`src/rtl/sram_arb_pkg.sv`:
```
// Shared types and default widths for the user-project SRAM arbiter.
// Holds the requester ID encoding, the SRAM command payload and the
// round-robin tie-break helper used by the top.
package sram_arb_pkg;

    localparam int unsigned SRAM_ADDR_W = 9;
    localparam int unsigned SRAM_DATA_W = 32;
    localparam int unsigned WMASK_W     = 4;
    localparam int unsigned WAIT_W      = 8;

    typedef enum logic [1:0] {
        PORT_WB   = 2'd0,
        PORT_IF   = 2'd1,
        PORT_DM   = 2'd2,
        PORT_NONE = 2'd3
    } port_e;

    typedef struct packed {
        logic                   we;
        logic [SRAM_ADDR_W-1:0] addr;
        logic [SRAM_DATA_W-1:0] wdata;
        logic [WMASK_W-1:0]     wmask;
    } sram_cmd_t;

    // Choose between the two core ports; on a tie the port not granted last wins.
    function automatic port_e rr_pick(input logic want_if, input logic want_dm,
                                      input port_e last);
        if (want_if && want_dm) begin
            return (last == PORT_IF) ? PORT_DM : PORT_IF;
        end else if (want_if) begin
            return PORT_IF;
        end else if (want_dm) begin
            return PORT_DM;
        end
        return PORT_NONE;
    endfunction

endpackage

```
`src/rtl/sram_arb_wait_ctr.sv`:
```
// Saturating starvation counter for one core port.
// Ports: clk/rst_n; req, gnt, boot_hold of the port; starve_c high once the
// port has been denied MAX_WAIT consecutive cycles.
module sram_arb_wait_ctr
    import sram_arb_pkg::*;
#(
    parameter int unsigned MAX_WAIT = 8
) (
    input  logic clk,
    input  logic rst_n,
    input  logic req,
    input  logic gnt,
    input  logic boot_hold,
    output logic starve_c
);

    localparam logic [WAIT_W-1:0] CNT_MAX = WAIT_W'(MAX_WAIT);

    logic [WAIT_W-1:0] cnt_q;
    logic [WAIT_W-1:0] cnt_d;

    // Count denied cycles; any grant, dropped request or loader mode restarts.
    always_comb begin
        cnt_d = cnt_q;
        if (boot_hold || !req || gnt) begin
            cnt_d = '0;
        end else if (cnt_q != CNT_MAX) begin
            cnt_d = cnt_q + WAIT_W'(1);
        end
    end

    always_ff @(posedge clk or negedge rst_n) begin
        if (!rst_n) begin
            cnt_q <= '0;
        end else begin
            cnt_q <= cnt_d;
        end
    end

    assign starve_c = (cnt_q == CNT_MAX);

endmodule

```
`src/rtl/sram_arbiter.sv`:
```
// Single-port SRAM arbiter for WB loader, Elpis IF and Elpis DM ports.
// Ports: clock/resetb; boot_hold; per-requester req/cmd in, gnt/rvalid/rdata
// out; sram_* command out and sram_dout read data in (one cycle latency).
// Grants are combinational in the request cycle; read data is routed back
// through a registered owner tag the following cycle.
module sram_arbiter
    import sram_arb_pkg::*;
#(
    parameter int unsigned ADDR_W   = SRAM_ADDR_W,
    parameter int unsigned DATA_W   = SRAM_DATA_W,
    parameter int unsigned MAX_WAIT = 8
) (
    input  logic              clock,
    input  logic              resetb,
    input  logic              boot_hold,
    input  logic              wb_req,
    input  logic              wb_we,
    input  logic [ADDR_W-1:0] wb_addr,
    input  logic [DATA_W-1:0] wb_wdata,
    input  logic [3:0]        wb_wmask,
    output logic              wb_gnt,
    output logic              wb_rvalid,
    output logic [DATA_W-1:0] wb_rdata,
    input  logic              if_req,
    input  logic [ADDR_W-1:0] if_addr,
    output logic              if_gnt,
    output logic              if_rvalid,
    output logic [DATA_W-1:0] if_rdata,
    input  logic              dm_req,
    input  logic              dm_we,
    input  logic [ADDR_W-1:0] dm_addr,
    input  logic [DATA_W-1:0] dm_wdata,
    input  logic [3:0]        dm_wmask,
    output logic              dm_gnt,
    output logic              dm_rvalid,
    output logic [DATA_W-1:0] dm_rdata,
    output logic              sram_csb,
    output logic              sram_web,
    output logic [3:0]        sram_wmask,
    output logic [ADDR_W-1:0] sram_addr,
    output logic [DATA_W-1:0] sram_din,
    input  logic [DATA_W-1:0] sram_dout
);

    port_e             gnt_id_c;
    port_e             rr_q, rr_d;
    logic              own_vld_q, own_vld_d;
    port_e             own_id_q, own_id_d;
    logic [DATA_W-1:0] wb_rdata_q, wb_rdata_d;
    logic [DATA_W-1:0] if_rdata_q, if_rdata_d;
    logic [DATA_W-1:0] dm_rdata_q, dm_rdata_d;
    logic              if_starve_c, dm_starve_c;
    logic              wb_ok_c, if_ok_c, dm_ok_c;
    sram_cmd_t         wb_cmd_c, if_cmd_c, dm_cmd_c, cmd_c;

    sram_arb_wait_ctr #(.MAX_WAIT(MAX_WAIT)) u_if_wait (
        .clk       (clock),
        .rst_n     (resetb),
        .req       (if_req),
        .gnt       (if_gnt),
        .boot_hold (boot_hold),
        .starve_c  (if_starve_c)
    );

    sram_arb_wait_ctr #(.MAX_WAIT(MAX_WAIT)) u_dm_wait (
        .clk       (clock),
        .rst_n     (resetb),
        .req       (dm_req),
        .gnt       (dm_gnt),
        .boot_hold (boot_hold),
        .starve_c  (dm_starve_c)
    );

    // Nothing is granted while reset is held; loader mode locks out the cores.
    assign wb_ok_c = resetb && wb_req;
    assign if_ok_c = resetb && !boot_hold && if_req;
    assign dm_ok_c = resetb && !boot_hold && dm_req;

    // Priority: starving core port, then WB, then round-robin among cores.
    always_comb begin
        gnt_id_c = PORT_NONE;
        if ((if_ok_c && if_starve_c) || (dm_ok_c && dm_starve_c)) begin
            gnt_id_c = rr_pick(if_ok_c && if_starve_c, dm_ok_c && dm_starve_c, rr_q);
        end else if (wb_ok_c) begin
            gnt_id_c = PORT_WB;
        end else if (if_ok_c || dm_ok_c) begin
            gnt_id_c = rr_pick(if_ok_c, dm_ok_c, rr_q);
        end
    end

    // Granted port's command onto the SRAM pins; idle cycles drive zeros.
    always_comb begin
        wb_cmd_c = '{we: wb_we, addr: SRAM_ADDR_W'(wb_addr),
                     wdata: SRAM_DATA_W'(wb_wdata), wmask: wb_wmask};
        if_cmd_c = '{we: 1'b0, addr: SRAM_ADDR_W'(if_addr),
                     wdata: '0, wmask: '0};
        dm_cmd_c = '{we: dm_we, addr: SRAM_ADDR_W'(dm_addr),
                     wdata: SRAM_DATA_W'(dm_wdata), wmask: dm_wmask};
        cmd_c = '0;
        case (gnt_id_c)
            PORT_WB: cmd_c = wb_cmd_c;
            PORT_IF: cmd_c = if_cmd_c;
            PORT_DM: cmd_c = dm_cmd_c;
            default: cmd_c = '0;
        endcase
    end

    assign wb_gnt     = (gnt_id_c == PORT_WB);
    assign if_gnt     = (gnt_id_c == PORT_IF);
    assign dm_gnt     = (gnt_id_c == PORT_DM);
    assign sram_csb   = (gnt_id_c == PORT_NONE);
    assign sram_web   = !cmd_c.we;
    assign sram_wmask = cmd_c.wmask;
    assign sram_addr  = ADDR_W'(cmd_c.addr);
    assign sram_din   = DATA_W'(cmd_c.wdata);

    // Read return: owner tag selects who sees sram_dout; others hold.
    assign wb_rvalid = own_vld_q && (own_id_q == PORT_WB);
    assign if_rvalid = own_vld_q && (own_id_q == PORT_IF);
    assign dm_rvalid = own_vld_q && (own_id_q == PORT_DM);
    assign wb_rdata  = wb_rvalid ? sram_dout : wb_rdata_q;
    assign if_rdata  = if_rvalid ? sram_dout : if_rdata_q;
    assign dm_rdata  = dm_rvalid ? sram_dout : dm_rdata_q;

    always_comb begin
        rr_d       = rr_q;
        own_vld_d  = (gnt_id_c != PORT_NONE) && !cmd_c.we;
        own_id_d   = gnt_id_c;
        wb_rdata_d = wb_rdata;
        if_rdata_d = if_rdata;
        dm_rdata_d = dm_rdata;
        if ((gnt_id_c == PORT_IF) || (gnt_id_c == PORT_DM)) begin
            rr_d = gnt_id_c;
        end
    end

    always_ff @(posedge clock or negedge resetb) begin
        if (!resetb) begin
            rr_q       <= PORT_DM;
            own_vld_q  <= 1'b0;
            own_id_q   <= PORT_NONE;
            wb_rdata_q <= '0;
            if_rdata_q <= '0;
            dm_rdata_q <= '0;
        end else begin
            rr_q       <= rr_d;
            own_vld_q  <= own_vld_d;
            own_id_q   <= own_id_d;
            wb_rdata_q <= wb_rdata_d;
            if_rdata_q <= if_rdata_d;
            dm_rdata_q <= dm_rdata_d;
        end
    end

endmodule

```
`config.mk`:
```
export PLATFORM = sky130hd
export DESIGN_NAME = sram_arbiter
export DESIGN_NICKNAME = d
export VERILOG_FILES = /design/src/rtl/sram_arb_pkg.sv /design/src/rtl/sram_arb_wait_ctr.sv /design/src/rtl/sram_arbiter.sv
export SDC_FILE = /design/constraint.sdc
export NUM_CORES = 1
export LEC_CHECK = 0
export ABC_AREA = 1
export CAP_MARGIN = 20
export CELL_PAD_IN_SITES_DETAIL_PLACEMENT = 1
export CELL_PAD_IN_SITES_GLOBAL_PLACEMENT = 2
export CORE_AREA = 3 3 166 168
export DETAILED_ROUTE_END_ITERATION = 6
export DIE_AREA = 0 0 169 171
export MAX_ROUTING_LAYER = met4
export PLACE_DENSITY_LB_ADDON = 0.1
export SLEW_MARGIN = 20
export SYNTH_ARGS = -nofsm -noshare
export SYNTH_HDL_FRONTEND = slang
export SYNTH_SLANG_ARGS = --single-unit
```
`constraint.sdc`:
```
create_clock -name clock -period 3 [get_ports clock]
set_input_delay 0.6 -clock clock [delete_from_list [all_inputs] [get_ports clock]]
set_output_delay 0.6 -clock clock [all_outputs]
set_load 0.1 [all_outputs]
```
# Word level (Yosys, flattened, before mapping)
# Index checks and enable logic that the tools add are counted.
# word_totals
ff_bits	117
word_cells	78
# classes
add_sub_neg	2
eq_ne	11
muxes	30
n_reduce_logical	27
# ops
op	count
46-bit one-hot mux with 3 select lines	1
32-bit two-way mux	3
8-bit two-way mux	4
2-bit two-way mux	12
8-bit by 1-bit adder with 8-bit output (second input constant)	2
8-bit by 4-bit equality test with 1-bit output (second input constant)	2
8-bit by 4-bit != test with 1-bit output (second input constant)	2
1-bit logical AND	12
1-bit two-way mux	10
1-bit logical OR	7
2-bit by 1-bit equality test with 1-bit output (second input constant)	3
2-bit equality test (second input constant)	3
1-bit zero test	4
2-bit zero test	2
2-bit nonzero test	2
2-bit != test (second input constant)	1

# Logic depth before layout (Yosys ltp)
# Gate-level depths: netlist (run 1).
# depth
ltp_word	17
ltp_mapped	17

# Modules after synthesis
# Synthesis (run 1) repeated with hierarchy kept, for this count alone.
# hier_totals
hier_cells	708
area_unflattened_um2	5590.4
# by_module_without_submodules
mod	instances	cells_per_inst	area_per_inst_um2	seq_area_each_um2
sram_arbiter	1	572	4626.9	2531.2
sram_arb_wait_ctr	2	68	481.7	200.2

# Least setup slack after synthesis (run 1)
# No wires, ideal clock.
# synth_path
path_kind	register to output
start	register own_id_q[1]
end	output port dm_rdata[0]
arrival_ps	5434
setup_slack_ps	-3034
path_stages_with_launch	6
n_path_buf	1
cell_sequence	dfstp_2 > inv_1 > nor3_1 > inv_2 > clkbuf_1 > o21ai_0
# synth_via
elab_chain_len	3
# synth_rtl
element	line	source
start, declared	sram_arbiter.sv:48	port_e own_id_q, own_id_d;
start signal, assigned	sram_arbiter.sv:148	own_id_q <= own_id_d;
2-bit equality test	sram_arbiter.sv:120	assign dm_rvalid = own_vld_q && (own_id_q == PORT_DM);
1-bit logical AND	sram_arbiter.sv:120	
named net dm_rvalid	sram_arbiter.sv:35	output logic dm_rvalid,
32-bit two-way mux	sram_arbiter.sv:123	assign dm_rdata = dm_rvalid ? sram_dout : dm_rdata_q;
end, declared	sram_arbiter.sv:36	output logic [DATA_W-1:0] dm_rdata,
# The timed path passes the listed nets, and every way through them passes these cells.

# Final worst setup path (run 1)
# layout_path
start	register u_if_wait.cnt_q[1]
end	output port sram_addr[2]
# layout_via
elab_chain_len	9
elab_cells_between_ends	15
# layout_rtl
element	line	source
start, declared	sram_arb_wait_ctr.sv:19	logic [WAIT_W-1:0] cnt_q;
start signal, assigned	sram_arb_wait_ctr.sv:36	cnt_q <= cnt_d;
8-bit by 4-bit equality test with 1-bit output *	sram_arb_wait_ctr.sv:40	assign starve_c = (cnt_q == CNT_MAX);
1-bit logical AND *	sram_arbiter.sv:82, sram_arbiter.sv:83	
1-bit two-way mux or 1-bit logical AND (tied branches)	sram_arb_pkg.sv:30, sram_arb_pkg.sv:28	
1-bit two-way mux	sram_arb_pkg.sv:28	if (want_if && want_dm) begin
1-bit two-way mux	sram_arbiter.sv:82	if ((if_ok_c && if_starve_c) || (dm_ok_c && dm_starve_c)) begin
2-bit two-way mux	sram_arb_pkg.sv:35	return PORT_NONE;
2-bit two-way mux *	sram_arbiter.sv:82	
named net gnt_id_c[0]	sram_arbiter.sv:45	port_e gnt_id_c;
2-bit equality test, or another cell as far along	sram_arbiter.sv:100	case (gnt_id_c)
46-bit one-hot mux with 3 select lines *	sram_arbiter.sv:100	
end, declared	sram_arbiter.sv:40	output logic [ADDR_W-1:0] sram_addr,
# The timed path passes the listed nets; every way through them passes the cells marked *. The select of a mux whose other input is x is not followed.

==> run_results.csv, run 1 <==
group,metric,value,unit
setup_path,worst-endpoint-required,2.40,ns
drt,avgViaCountPerCell,4.27,
cts,clock_path_buffers,2,
floorplan,start_util,21.9,%
setup_path,cp-start-kind,"flip-flop",
yosys,yosysWarningCount,0,
grt,grt_pass1_wl,37.1,mm
power,total_power,12.8,mW
yosys,yosysSeqAreaShare,51.4,%
timing,fin_worst_skew,0.00634,ns
timing,min_period_over_period,102,%
setup_path,worstPathArrival,2.45,ns
setup_path,reg2reg_from,"u_if_wait.cnt_q[1]",
timing,drv_slew,0,
yosys,synthesis.nets,839,
grt,grt_pass1_vias,6142,
timing,finalHoldViolCount,0,
timing,finalHoldWorstSlack,0.410,ns
floorplan,die_y,171,um
setup_path,cp_max_fo,5,
cts,root_buffer,"clkbuf_16",
drt,wl,25.3,mm
floorplan,rows,59,
timing,fin_crit,3.05,ns
yosys,avgSynthCellArea,8.24,um2
timing,relSlewSlack,56.3,%
timing,setup_viol,20,
floorplan,num_io_pins,288,
cells_and_area,drive_above_1_share,49.6,%
cells_and_area,fillers,2727,
cts,cts.sinks,117,
floorplan,dieArea,0.0289,mm2
power,leakage,5.92,nW
setup_path,crit_chain,"inv_2 > ha_4 > nand3_4 > nor2_4 > nand2_4 > o21ai_4 > nand2_4 > inv_4 > ha_4 > buf_6 > nand2_1 > nand2_1 > nor2_2 > nor2_4 > buf_12",
setup_path,r2r_end,"u_dm_wait.cnt_q[0]",
drt,drt-initial-drc-count,197,
yosys,syn_area,0.00571,mm2
drt,wl_per_cell,18.3,um
floorplan,die_w,169,um
setup_path,crit_path_end_kind,"primary output",
power,pwr_density_cell,970,mW/mm2
drt,drc,0,
grt,grt_max_degree,118,
min_path,hold_path.class,"in2async",
timing,timing.fmax,327,MHz
setup_path,ff2ff_path_depth,16,
placed_design,dp_hpwl,18.9,mm
setup_path,reg2reg_slack,0.56,ns
grt,grt_overflow,0,
setup_path,crit_slowest_cell,"dfrtp_1",
cts,insertion_delay,0.41,ns
cells_and_area,seq_area,0.00293,mm2
yosys,synth_cells,693,
setup_path,crit_path_max_incr_delay,0.39,ns
drt,ant_nets,0,
placed_design,routabilityCongestion,0.757,
outcome,status,"finished with violations",
outcome,violations,"negative setup slack",
cts,htree_num_levels,4,
drt,vias,5901,
yosys,synth_cell_types,32,
setup_path,crit_type,"reg2out",
timing,rsz0062_at_grt,"yes",
run,maxCapViolCount,0,
placed_design,io_buffers,287,
cells_and_area,syn2layout_area_growth,132,%
grt,antenna_found_initial,1,
timing,worst_slew_pin_slew,0.656,ns
cells_and_area,multiInputGateArea,0.00381,mm2
drt,dr.pass1.iters,4,
yosys,synth_seq_cells,117,
cts,cts.clk_slew.worst_paths,0.06,ns
power,ir_drop,769,uV
cells_and_area,layout.nets,1180,
floorplan,coreArea,0.0261,mm2
cts,numCtsBuffers,17,
cts,cts_tree,"yes",
grt,grt_usage,17.1,%
timing,timing.final.ws_setup,-0.0537,ns
[how the worst max path moves through the flow]
stage	start	to	slack [ns]	cells past startpoint
after floorplan	own_id_q[0]	if_rdata[22]	-0.59	3
after global placement	boot_hold	sram_addr[5]	-0.15	14
after detailed placement	boot_hold	sram_addr[5]	-0.16	13
after CTS	u_if_wait.cnt_q[0]	sram_addr[2]	-0.07	15
after global routing	u_if_wait.cnt_q[0]	sram_addr[3]	-0.22	15
final	u_if_wait.cnt_q[1]	sram_addr[2]	-0.05	15
[synth_stat cells (all sizes together)]
cell type,count,area [um2]
ha,7,87.6
dfstp,3,78.8
buf,9,114
a31oi,1,6.26
nand3,29,228
nand4,5,31.3
clkbuf,19,71.3
nand3b,1,20.0
o21ai,109,557
o21a,1,7.51
inv,77,297
dfrtp,114,2850
xor2,1,8.76
nand2,254,1030
clkinv,1,3.75
nor3b,2,15.0
nor2,44,215
nor4,1,6.26
nor3,6,30.0
a21oi,9,45.0
[what timing repair did]
item                       in CTS  in global routing
hold buffers                    0                  0
setup endpoints to repair      48                 49
resized for setup              49                133
setup buffers                  10                  8
pin swaps                      12                 25
cloned                          0                  8
[area by class of cell]
class                           count  area share, %
Inverter                           78           2.62
Antenna cell                        1         0.0189
Clock buffer                       18           3.32
Timing Repair Buffer              350           38.5
Multi-Input combinational cell    470           28.8
Sequential cell                   117           22.2
Clock inverter                     14           1.50
Tap cell                          335           3.17
[worst max-delay path: cells and delay by family (launching register included)]
family	cells	cell delay, ns
simple gates	8	0.69
fa+ha+maj	2	0.31
compound gates	1	0.16
flops	1	0.39
buf+inv	4	0.47
[registers in the layout (all words and copies together) (netlist names)]
signal / flops
if_rdata_q: 32
u_if_wait.cnt_q: 8
u_dm_wait.cnt_q: 8
wb_rdata_q: 32
dm_rdata_q: 32
own_vld_q: 1
rr_q: 2
own_id_q: 2
[power by group]
part           switching, mW  total, mW  internal [mW]
registers              0.143       2.20           2.06
logic                   5.58       8.43           2.85
clock network          0.786       2.21           1.42
total                   6.51       12.8           6.33
[routing by layer]
metal  GRT usage [%]  up-vias  wire, um
met5               -        -         0
met3            2.87       28      1000
met4            4.52        0       366
met2            27.9      127     13000
met1            22.1     2863     10900
li1                -     2883         -
[metrics by stage]
step / instances / setup TNS [ns] / util, % / setup WS (ns) / cell area (um2)
floorplan: 693 / -11.87 / - / -0.595 / 6690
global placement: 1325 / -3.74 / 44.7 / -0.148 / 11600
detailed placement: 1325 / -5.22 / 44.7 / -0.155 / 11600
CTS: 1367 / -0.421 / 47.9 / -0.0723 / 12500
global route: 1383 / -6.94 / 50.8 / -0.221 / 13200
finish: 1383 / -0.409 / 50.8 / -0.0537 / 13200
[kinds of logic after synthesis]
| family | count (synthesis) | share of synthesized area [%] |
|---|---|---|
| adder cells (fa/ha/maj) | 7 | 1.53 |
| flip-flops | 117 | 51.4 |
| AO/OA/AOI/OAI | 120 | 10.8 |
| XOR/XNOR | 1 | 0.153 |
| buffers and inverters | 106 | 8.51 |
| AND/OR/NAND/NOR | 342 | 27.7 |
[cells in the final DEF (no fill, tap or decap), types with 3 or more instances in the layout]
cell	instances
buf_12	158
nand2_1	152
clkdlybuf4s50_1	134
dfrtp_1	112
o21ai_4	66
inv_1	56
nand2_2	51
nand2_4	49
buf_4	44
o21ai_2	24
clkbuf_16	23
nor2_1	21
o21ai_0	19
nand3_2	15
nor2_4	12
inv_2	12
nor2_2	11
nand3_4	7
nand3_1	7
a21oi_1	7
clkinv_4	5
nand4_1	5
inv_6	4
clkinvlp_4	4
nor3_1	4
ha_4	4
bufinv_16	4
inv_4	3
dlygate4sd2_1	3
dfstp_2	3
No activity file was read; power rests on OpenSTA's default activity.
==> run 2, diff against run 1 <==
- clock period: 3 -> 3.23 ns (I/O delays scaled with it)
==> run 2 against run 1 <==
  * The flow now finishes without violations
  * Critical path depth stayed put
  * Sequential power decreased by 8%
  * Die area stayed put
  * Worst setup slack better by 0.16 ns
  * First-iteration DRC count up 21%
  * Power decreased by 11%
==> run_results.csv, run 2 (same netlist as run 1, synthesis figures left out) <==
group,metric,value,unit
drt,routed.top_layer,"met4",
setup_path,worst-endpoint-required,2.58,ns
timing,fin_crit,3.13,ns
floorplan,num_io_pins,288,
setup_path,cp_max_fo,6,
setup_path,crit_buf_inv,9,
drt,wl_met1,10.4,mm
cells_and_area,seq_area,0.00293,mm2
drt,wl,23.7,mm
grt,grt_pass1_vias,6050,
grt,grt_pass1_wl,36.4,mm
cells_and_area,top_regs,"dm_rdata_q: 32 flops, if_rdata_q: 32 flops, wb_rdata_q: 32 flops",
cts,cts.sinks,117,
floorplan,start_util,21.9,%
setup_path,crit_path_end_kind,"primary output",
setup_path,cp-start-kind,"input pin",
power,leakage,5.54,nW
cells_and_area,final_common_cell,"nand2_1",
drt,vias,5741,
grt,grt_max_degree,60,
drt,avgViaCountPerCell,4.17,
grt,antenna_found_initial,0,
cells_and_area,multiInputGateArea,0.00304,mm2
timing,rsz0062_at_grt,"yes",
timing,finalHoldViolCount,0,
cts,cts.clk_slew.worst_paths,0.06,ns
cts,insertion_delay,0.41,ns
timing,worst_slew_pin_slew,0.810,ns
cts,clock_path_buffers,2,
setup_path,crit_chain,"dlygate4sd2_1 > buf_6 > inv_16 > nand3_4 > nand3b_4 > buf_6 > nand3_4 > buf_6 > nand3_4 > inv_8 > buf_12 > clkbuf_16 > nand2_1 > nand2_2 > buf_12",
floorplan,die_w,169,um
drt,wl_per_cell,17.2,um
power,ir_drop,611,uV
grt,grt_usage,16.7,%
cells_and_area,layout.nets,1175,
floorplan,dieArea,0.0289,mm2
cts,numCtsBuffers,17,
placed_design,io_buffers,287,
timing,drv_slew,0,
outcome,status,"completed",
timing,finalHoldWorstSlack,0.499,ns
drt,drt-initial-drc-count,238,
cts,htree_num_levels,4,
cts,cts_tree,"yes",
timing,timing.fmax,320,MHz
setup_path,worstPathArrival,2.48,ns
floorplan,rows,59,
cts,root_buffer,"clkbuf_16",
placed_design,dp_hpwl,18.5,mm
min_path,hold_path.class,"in2async",
grt,grt_overflow,0,
setup_path,crit_slowest_cell,"dlygate4sd2_1",
timing,relSlewSlack,46.0,%
placed_design,routabilityCongestion,0.755,
timing,fin_worst_skew,0.0125,ns
drt,dr_wl_met3,1.10,mm
cells_and_area,drive_above_1_share,42.1,%
drt,ant_nets,0,
drt,wl_met2,11.8,mm
floorplan,die_y,171,um
cells_and_area,n_antenna_cell,0,
setup_path,cp_top_family,"buffers and inverters",
setup_path,crit_path_max_incr_delay,0.24,ns
cells_and_area,syn2layout_area_growth,115,%
cells_and_area,postLayoutCoreUtil,47.1,%
drt,dr.pass1.iters,4,
cells_and_area,fillers,2813,
cells_and_area,final_cell_mix,"nand2_1 (186), buf_12 (156), clkdlybuf4s50_1 (134)",
power,pwr_density_cell,931,mW/mm2
timing,min_period_over_period,96.8,%
floorplan,coreArea,0.0261,mm2
drt,drc,0,
run,maxCapViolCount,0,
setup_path,crit_type,"in2out",
timing,setup_viol,0,
run 2: metrics by stage:
stage / total power, mW / instances / cell area, um2 / TNS, ns / setup WS, ns
2_1_floorplan: 6.70 / 693 / 6320 / -29.85 / -0.620
3_3_place_gp: 9.46 / 1327 / 11200 / -0.841 / -0.0620
3_5_place_dp: 9.51 / 1327 / 11200 / -1.60 / -0.0878
4_1_cts: 11.5 / 1374 / 12100 / 0 / 0.000604
5_1_grt: 11.9 / 1376 / 12300 / -0.281 / -0.0313
6_report: 11.4 / 1376 / 12300 / 0 / 0.103
run 2: worst paths after layout:
kind,from,endpoint,slack [ns],cells past startpoint
max in group asynchronous,resetb,dm_rdata_q[2],1.40,3
max,boot_hold,sram_wmask[0],0.10,15
min,resetb,wb_rdata_q[28],0.50,2
max reg2reg,u_dm_wait.cnt_q[0],u_if_wait.cnt_q[0],0.75,17
min in group clock,wb_rdata_q[2],wb_rdata_q[2],0.50,2
min reg2reg,wb_rdata_q[2],wb_rdata_q[2],0.50,2
run 2: area by class of cell:
cell class,count,area share (%)
Clock buffer,19,3.61
Clock inverter,12,1.27
Inverter,78,2.81
Multi-Input combinational cell,470,24.8
Sequential cell,117,23.9
Tap cell,335,3.41
Timing Repair Buffer,345,40.2
run 2: layer usage:
layer,up-vias,global-route usage (%)
met5,-,-
met4,0,4.27
met3,17,3.90
li1,2853,-
met1,2740,21.4
met2,131,26.9
run 2: timing repair:
item	in CTS	in global routing
gates cloned	1	1
buffers inserted	15	1
gates resized for setup	34	48
pin swaps	7	20
setup endpoints to repair	45	47
hold buffers	0	0
endpoints found under the hold margin	0	0
run 2: report_power, final:
| group | total, mW | internal, mW | leakage, nW | switching [mW] |
|---|---|---|---|---|
| Combinational | 7.47 | 2.46 | 3.81 | 5.01 |
| Sequential | 2.03 | 1.91 | 1.45 | 0.122 |
| Clock | 1.93 | 1.23 | 0.281 | 0.702 |
| Total | 11.4 | 5.60 | 5.54 | 5.83 |
==> run 3, diff against run 2 <==
- CORE_AREA: 3 3 166 168 -> 3 3 141 197
- DIE_AREA: 0 0 169 171 -> 0 0 144 200
==> run 3 against run 2 <==
  * Die area shrank 0.34%
  * Critical path depth grew 1
  * Count of clock-buffer cells in the layout shrank 1
  * First-iteration DRC count shrank 20%
  * Clock power grew 15%
==> run_results.csv, run 3 (same netlist as run 1, synthesis figures left out) <==
group,metric,value,unit
outcome,status,"completed",
grt,antenna_found_initial,2,
timing,worst_slew_pin_slew,0.921,ns
timing,setup_viol,0,
timing,fin_worst_skew,0.0132,ns
floorplan,num_io_pins,288,
cells_and_area,final_cell_area,0.0122,mm2
cells_and_area,final_cells,1367,
timing,finalHoldViolCount,0,
setup_path,reg2reg_slack,0.73,ns
setup_path,cp_max_fo,6,
power,pwr_density_cell,959,mW/mm2
floorplan,rows,70,
cells_and_area,final_cell_mix,"nand2_1 (219), buf_12 (151), clkdlybuf4s50_1 (134)",
cts,numCtsBuffers,17,
placed_design,dp_hpwl,18.9,mm
placed_design,routabilityCongestion,0.755,
cells_and_area,layout.nets,1174,
grt,grt_overflow,0,
drt,ant_nets,0,
timing,timing.fmax,320,MHz
cts,cts_tree,"yes",
timing,relSlewSlack,38.6,%
drt,avgViaCountPerCell,4.22,
grt,grt_pass1_wl,35.7,mm
min_path,hold_path.class,"in2async",
cells_and_area,drive_above_1_share,39.0,%
drt,dr.pass1.iters,4,
drt,drt-initial-drc-count,191,
setup_path,crit_chain,"inv_2 > ha_4 > nand2_2 > nor2_4 > nand3b_4 > inv_4 > o21ai_4 > nand2_4 > inv_4 > ha_4 > buf_6 > nand2_1 > nand3_2 > nand2_2 > clkinvlp_4 > buf_12",
floorplan,coreArea,0.0262,mm2
setup_path,worstPathArrival,2.48,ns
setup_path,crit_type,"reg2out",
setup_path,cp_top_family,"simple AND/OR/NAND/NOR gates",
setup_path,ff2ff_path_depth,18,
floorplan,dieArea,0.0288,mm2
floorplan,die_y,200,um
setup_path,crit_buf_inv,6,
drt,drc,0,
drt,wl,24.1,mm
setup_path,crit_path_max_incr_delay,0.40,ns
cts,ctsHoldBuffers,0,
timing,finalHoldWorstSlack,0.445,ns
drt,vias,5766,
grt,grt_usage,16.7,%
power,leakage,5.57,nW
drt,wl_per_cell,17.6,um
cts,insertion_delay,0.42,ns
placed_design,io_buffers,287,
cts,htree_num_levels,4,
timing,tns,0,ns
placed_design,dpl.cell_count,1322,
timing,fin_crit,3.13,ns
grt,grt_pass1_vias,6007,
timing,rsz0062_at_grt,"yes",
cts,clock_path_buffers,2,
cells_and_area,final_common_cell,"nand2_1",
cts,cts.sinks,117,
grt,grt_max_degree,69,
power,ir_drop,406,uV
timing,drv_slew,0,
setup_path,reg2reg_from,"u_dm_wait.cnt_q[1]",
floorplan,die_w,144,um
timing,min_period_over_period,96.8,%
run,maxCapViolCount,0,
setup_path,worst-endpoint-required,2.58,ns
setup_path,crit_path_end_kind,"primary output",
setup_path,cp-start-kind,"flip-flop",
setup_path,r2r_end,"u_if_wait.cnt_q[0]",
setup_path,crit_slowest_cell,"dfrtp_1",
placed_design,place_area,0.0113,mm2
cts,root_buffer,"clkbuf_16",
floorplan,start_util,21.8,%
cells_and_area,top_regs,"dm_rdata_q: 32 flops, if_rdata_q: 32 flops, wb_rdata_q: 32 flops",
cells_and_area,syn2layout_area_growth,113,%
cts,cts.clk_slew.worst_paths,0.06,ns
## run 3: worst reg2reg max path: cells and delay by family (launching register included)
family / cells / cell delay, ns
simple gates: 7 / 0.82
buf+inv: 7 / 0.75
flops: 1 / 0.40
fa+ha+maj: 2 / 0.31
compound gates: 2 / 0.13
## run 3: timing repair
action,4_1_cts,5_1_grt
pin swaps,7,12
setup endpoints to repair,41,31
cloned,0,1
buffers inserted,4,6
resized for setup,14,21
## run 3: power breakdown
group          internal, mW  total, mW  switching (mW)
logic                  2.44       7.42            4.98
registers              1.91       2.03           0.122
clock network          1.48       2.21           0.729
total                  5.83       11.7            5.83
## run 3: final cells by class
class,instances,area (um2)
Fill cell,2850,14000
Inverter,78,335
Clock buffer,18,439
Sequential cell,117,2930
Clock inverter,14,248
Antenna cell,2,5.00
Multi-Input combinational cell,470,2950
Timing Repair Buffer,344,4840
Tap cell,324,405
## run 3: how the worst max path moves through the flow
stage / start / end / slack [ns] / cells after the start
after floorplan: own_id_q[0] / if_rdata[0] / -0.62 / 4
after global placement: boot_hold / sram_addr[5] / -0.05 / 15
after detailed placement: boot_hold / sram_addr[5] / -0.1 / 15
after CTS: dm_req / sram_addr[4] / 0.002 / 14
after global routing: u_dm_wait.cnt_q[1] / sram_addr[4] / -0.05 / 16
final: u_dm_wait.cnt_q[1] / sram_addr[4] / 0.10 / 16
## run 3: per-layer routing
layer / track usage (%) / wire length [um] / part of all wire [%] / vias to the layer above
met5: - / 0 / 0 / -
met4: 4.88 / 425 / 1.8 / 0
met3: 3.43 / 935 / 3.9 / 23
met2: 28.5 / 13200 / 55 / 117
met1: 19.9 / 9530 / 40 / 2766
li1: - / - / - / 2860
## run 3: stage by stage
stage          utilization (%)  setup WS (ns)  power, mW
3_3_place_gp              43.0        -0.0454       9.47
5_1_grt                   46.4        -0.0497       12.1
4_1_cts                   45.9        0.00220       11.8
2_1_floorplan                -         -0.620       6.70
6_report                  46.4          0.104       11.7
3_5_place_dp              43.0        -0.0957       9.52
==> RTL change: new RTL, settings of run 3 <==
Make the reset (`resetb` and `rst_n`) synchronous in 2 clocked blocks.
--- a/src/rtl/sram_arb_wait_ctr.sv
+++ b/src/rtl/sram_arb_wait_ctr.sv
@@ -29,7 +29,7 @@
         end
     end
 
-    always_ff @(posedge clk or negedge rst_n) begin
+    always_ff @(posedge clk) begin
         if (!rst_n) begin
             cnt_q <= '0;
         end else begin
--- a/src/rtl/sram_arbiter.sv
+++ b/src/rtl/sram_arbiter.sv
@@ -134,7 +134,7 @@
         end
     end
 
-    always_ff @(posedge clock or negedge resetb) begin
+    always_ff @(posedge clock) begin
         if (!resetb) begin
             rr_q       <= PORT_DM;
             own_vld_q  <= 1'b0;
Formal check against the unedited RTL: differs if resetb is asserted again (counterexample within 4 cycles, from zero or initial values and one cycle with resetb low); with resetb held inactive, the same outputs for 10 cycles.
==> RTL change against run 3 <==
Setup slack worse by 0.011 ns; design area down 4.4%; wire length up 0.25%; via count up 10%; sequential cell count unchanged; synthesized area up 0.75%; utilization down 2.0 points; highest routed layer unchanged; critical path type unchanged.
Power is not compared: it rests on default switching activity, and its combinational part moved more than twofold at a synthesized area within 25%.
==> RTL change: results (changes against run 3) <==
HPWL Detailed=18200 µm (was 18900 µm); number of global-route vias before repair=6762 (was 6007); post-synthesis cell count=838 (was 693); Post-synth top cells=sky130_fd_sc_hd__nand2_1 (147), sky130_fd_sc_hd__inv_1 (131), sky130_fd_sc_hd__dfxtp_1 (117) (was sky130_fd_sc_hd__nand2_1 (228), sky130_fd_sc_hd__dfrtp_1 (114), sky130_fd_sc_hd__o21ai_0 (106)); first-pass iteration count of the detailed router=4 (unchanged); max-slew headroom at the worst pin=43.8% (was 38.6%); number of nets in the layout=1300 (was 1174); maximum level of the CTS H-tree=4 (unchanged); max incr delay on CP=0.34 ns (was 0.40 ns); run status=completed (unchanged); Hold WC Path Type=reg -> reg (was in -> async); fraction of the yosys area taken by sequential cells=40.7% (was 51.4%); number of DRC violations after detailed-routing iteration 0=121 (was 191); maximum number of pins on one net before global-route repair=99 (was 69); WL/cell=16.2 µm (was 17.6 µm); share of cells above drive strength 1=33.2% (was 39.0%); non-filler instance count after layout=1491 (was 1367); worst-case reg-to-reg path depth=13 (was 18); Hold Startpoint=u_dm_wait.cnt_q[1]; critical path's slowest cell=sky130_fd_sc_hd__dfxtp_2 (was sky130_fd_sc_hd__dfrtp_1); RR Startpoint=u_dm_wait.cnt_q[1] (unchanged); Most used DFF post-synth=sky130_fd_sc_hd__dfxtp_1 (was sky130_fd_sc_hd__dfrtp_1); average vias per placed instance=4.27 (was 4.22); fraction of registers with async set/reset=0% (was 100%); gr usage total=16.7% (about the same); synth top area cells=sky130_fd_sc_hd__dfxtp_1 (41%), sky130_fd_sc_hd__or2_2 (11%), sky130_fd_sc_hd__nand2_1 (9.6%) (was sky130_fd_sc_hd__dfrtp_1 (50%), sky130_fd_sc_hd__nand2_1 (15%), sky130_fd_sc_hd__o21ai_0 (9.3%)); worst-case hold slack=0.482 ns (was 0.445 ns); worst-case setup margin in the final layout=0.0928 ns (was 0.104 ns); end of the worst register-to-register path=u_if_wait.cnt_q[2] (was u_if_wait.cnt_q[0]); first-pass GRT wire length=35900 µm (was 35700 µm); Placer Congestion=0.833 (was 0.755); FF-to-FF setup slack=1.03 ns (was 0.73 ns); instance count after placement with tap cells included=1442 (was 1322); initial antenna violation count=0 (was 2); maximum clock skew at final layout=0.00820 ns (was 0.0132 ns); Synth Warn #=0 (unchanged); Antenna Diode Count=0 (was 2); net count after synthesis=984 (was 839); worst slack, placed=-0.0805 ns (was -0.0957 ns); Total Power Consumption=0.00557 W; Hold Path Sink=u_dm_wait.cnt_q[1]
## RTL change: changes by cell type after synthesis, sizes merged, moves of 3 or more
cell / delta
xnor2: +4
buf: +3
dfrtp: -114
nand3: -6
nand2: -102
dfxtp: +117
xor2: +4
o21ai: -9
or2: +99
clkbuf: +10
inv: +59
nor2: +74
dfstp: -3
nand4: +15
## RTL change: worst max path at each step
stage / end / cells after the start
after global placement: sram_addr[8] / 11
after detailed placement: sram_addr[8] / 11
after CTS: sram_din[28] / 11
after floorplan: sram_addr[0] / 14
final: sram_addr[3] / 14
after global routing: sram_addr[3] / 14
## RTL change: layer usage
| metal | part of all wire [%] | track usage [%] | wire [µm] |
|---|---|---|---|
| met1 | 37 | 16.7 | 8940 |
| met4 | 1.0 | 4.29 | 245 |
| met5 | 0 | - | 0 |
| met3 | 8.0 | 6.12 | 1940 |
| met2 | 54 | 30.6 | 13000 |
## RTL change: what timing repair did
| item | CTS | global route |
|---|---|---|
| pin swaps | 2 | 8 |
| cloned | 0 | 2 |
| resized for setup | 6 | 46 |
| hold buffers | 0 | 0 |
| buffers inserted | 0 | 15 |
| setup endpoints to repair | 46 | 46 |
## RTL change: layout make-up
cell class	instances	area, µm²
multi-input combinational	544	2840
tap	324	405
inverter	136	552
clock buffer	23	478
timing repair buffer	338	4870
fill	3009	14600
clock inverter	9	125
sequential	117	2350
## RTL change: cell families after synthesis
family / after synthesis / synth area share [%]
simple gates: 417 / 34.2
xor+xnor: 9 / 1.37
fa+ha+maj: 7 / 1.52
buf+inv: 177 / 12.3
compound gates: 111 / 9.79
flops: 117 / 40.7
## RTL change: worst max-delay path, delay by kind of cell, from the launching register on
kind / cells / cell delay (ns)
simple gates: 8 / 0.90
buf+inv: 4 / 0.50
fa+ha+maj: 2 / 0.35
flops: 1 / 0.34
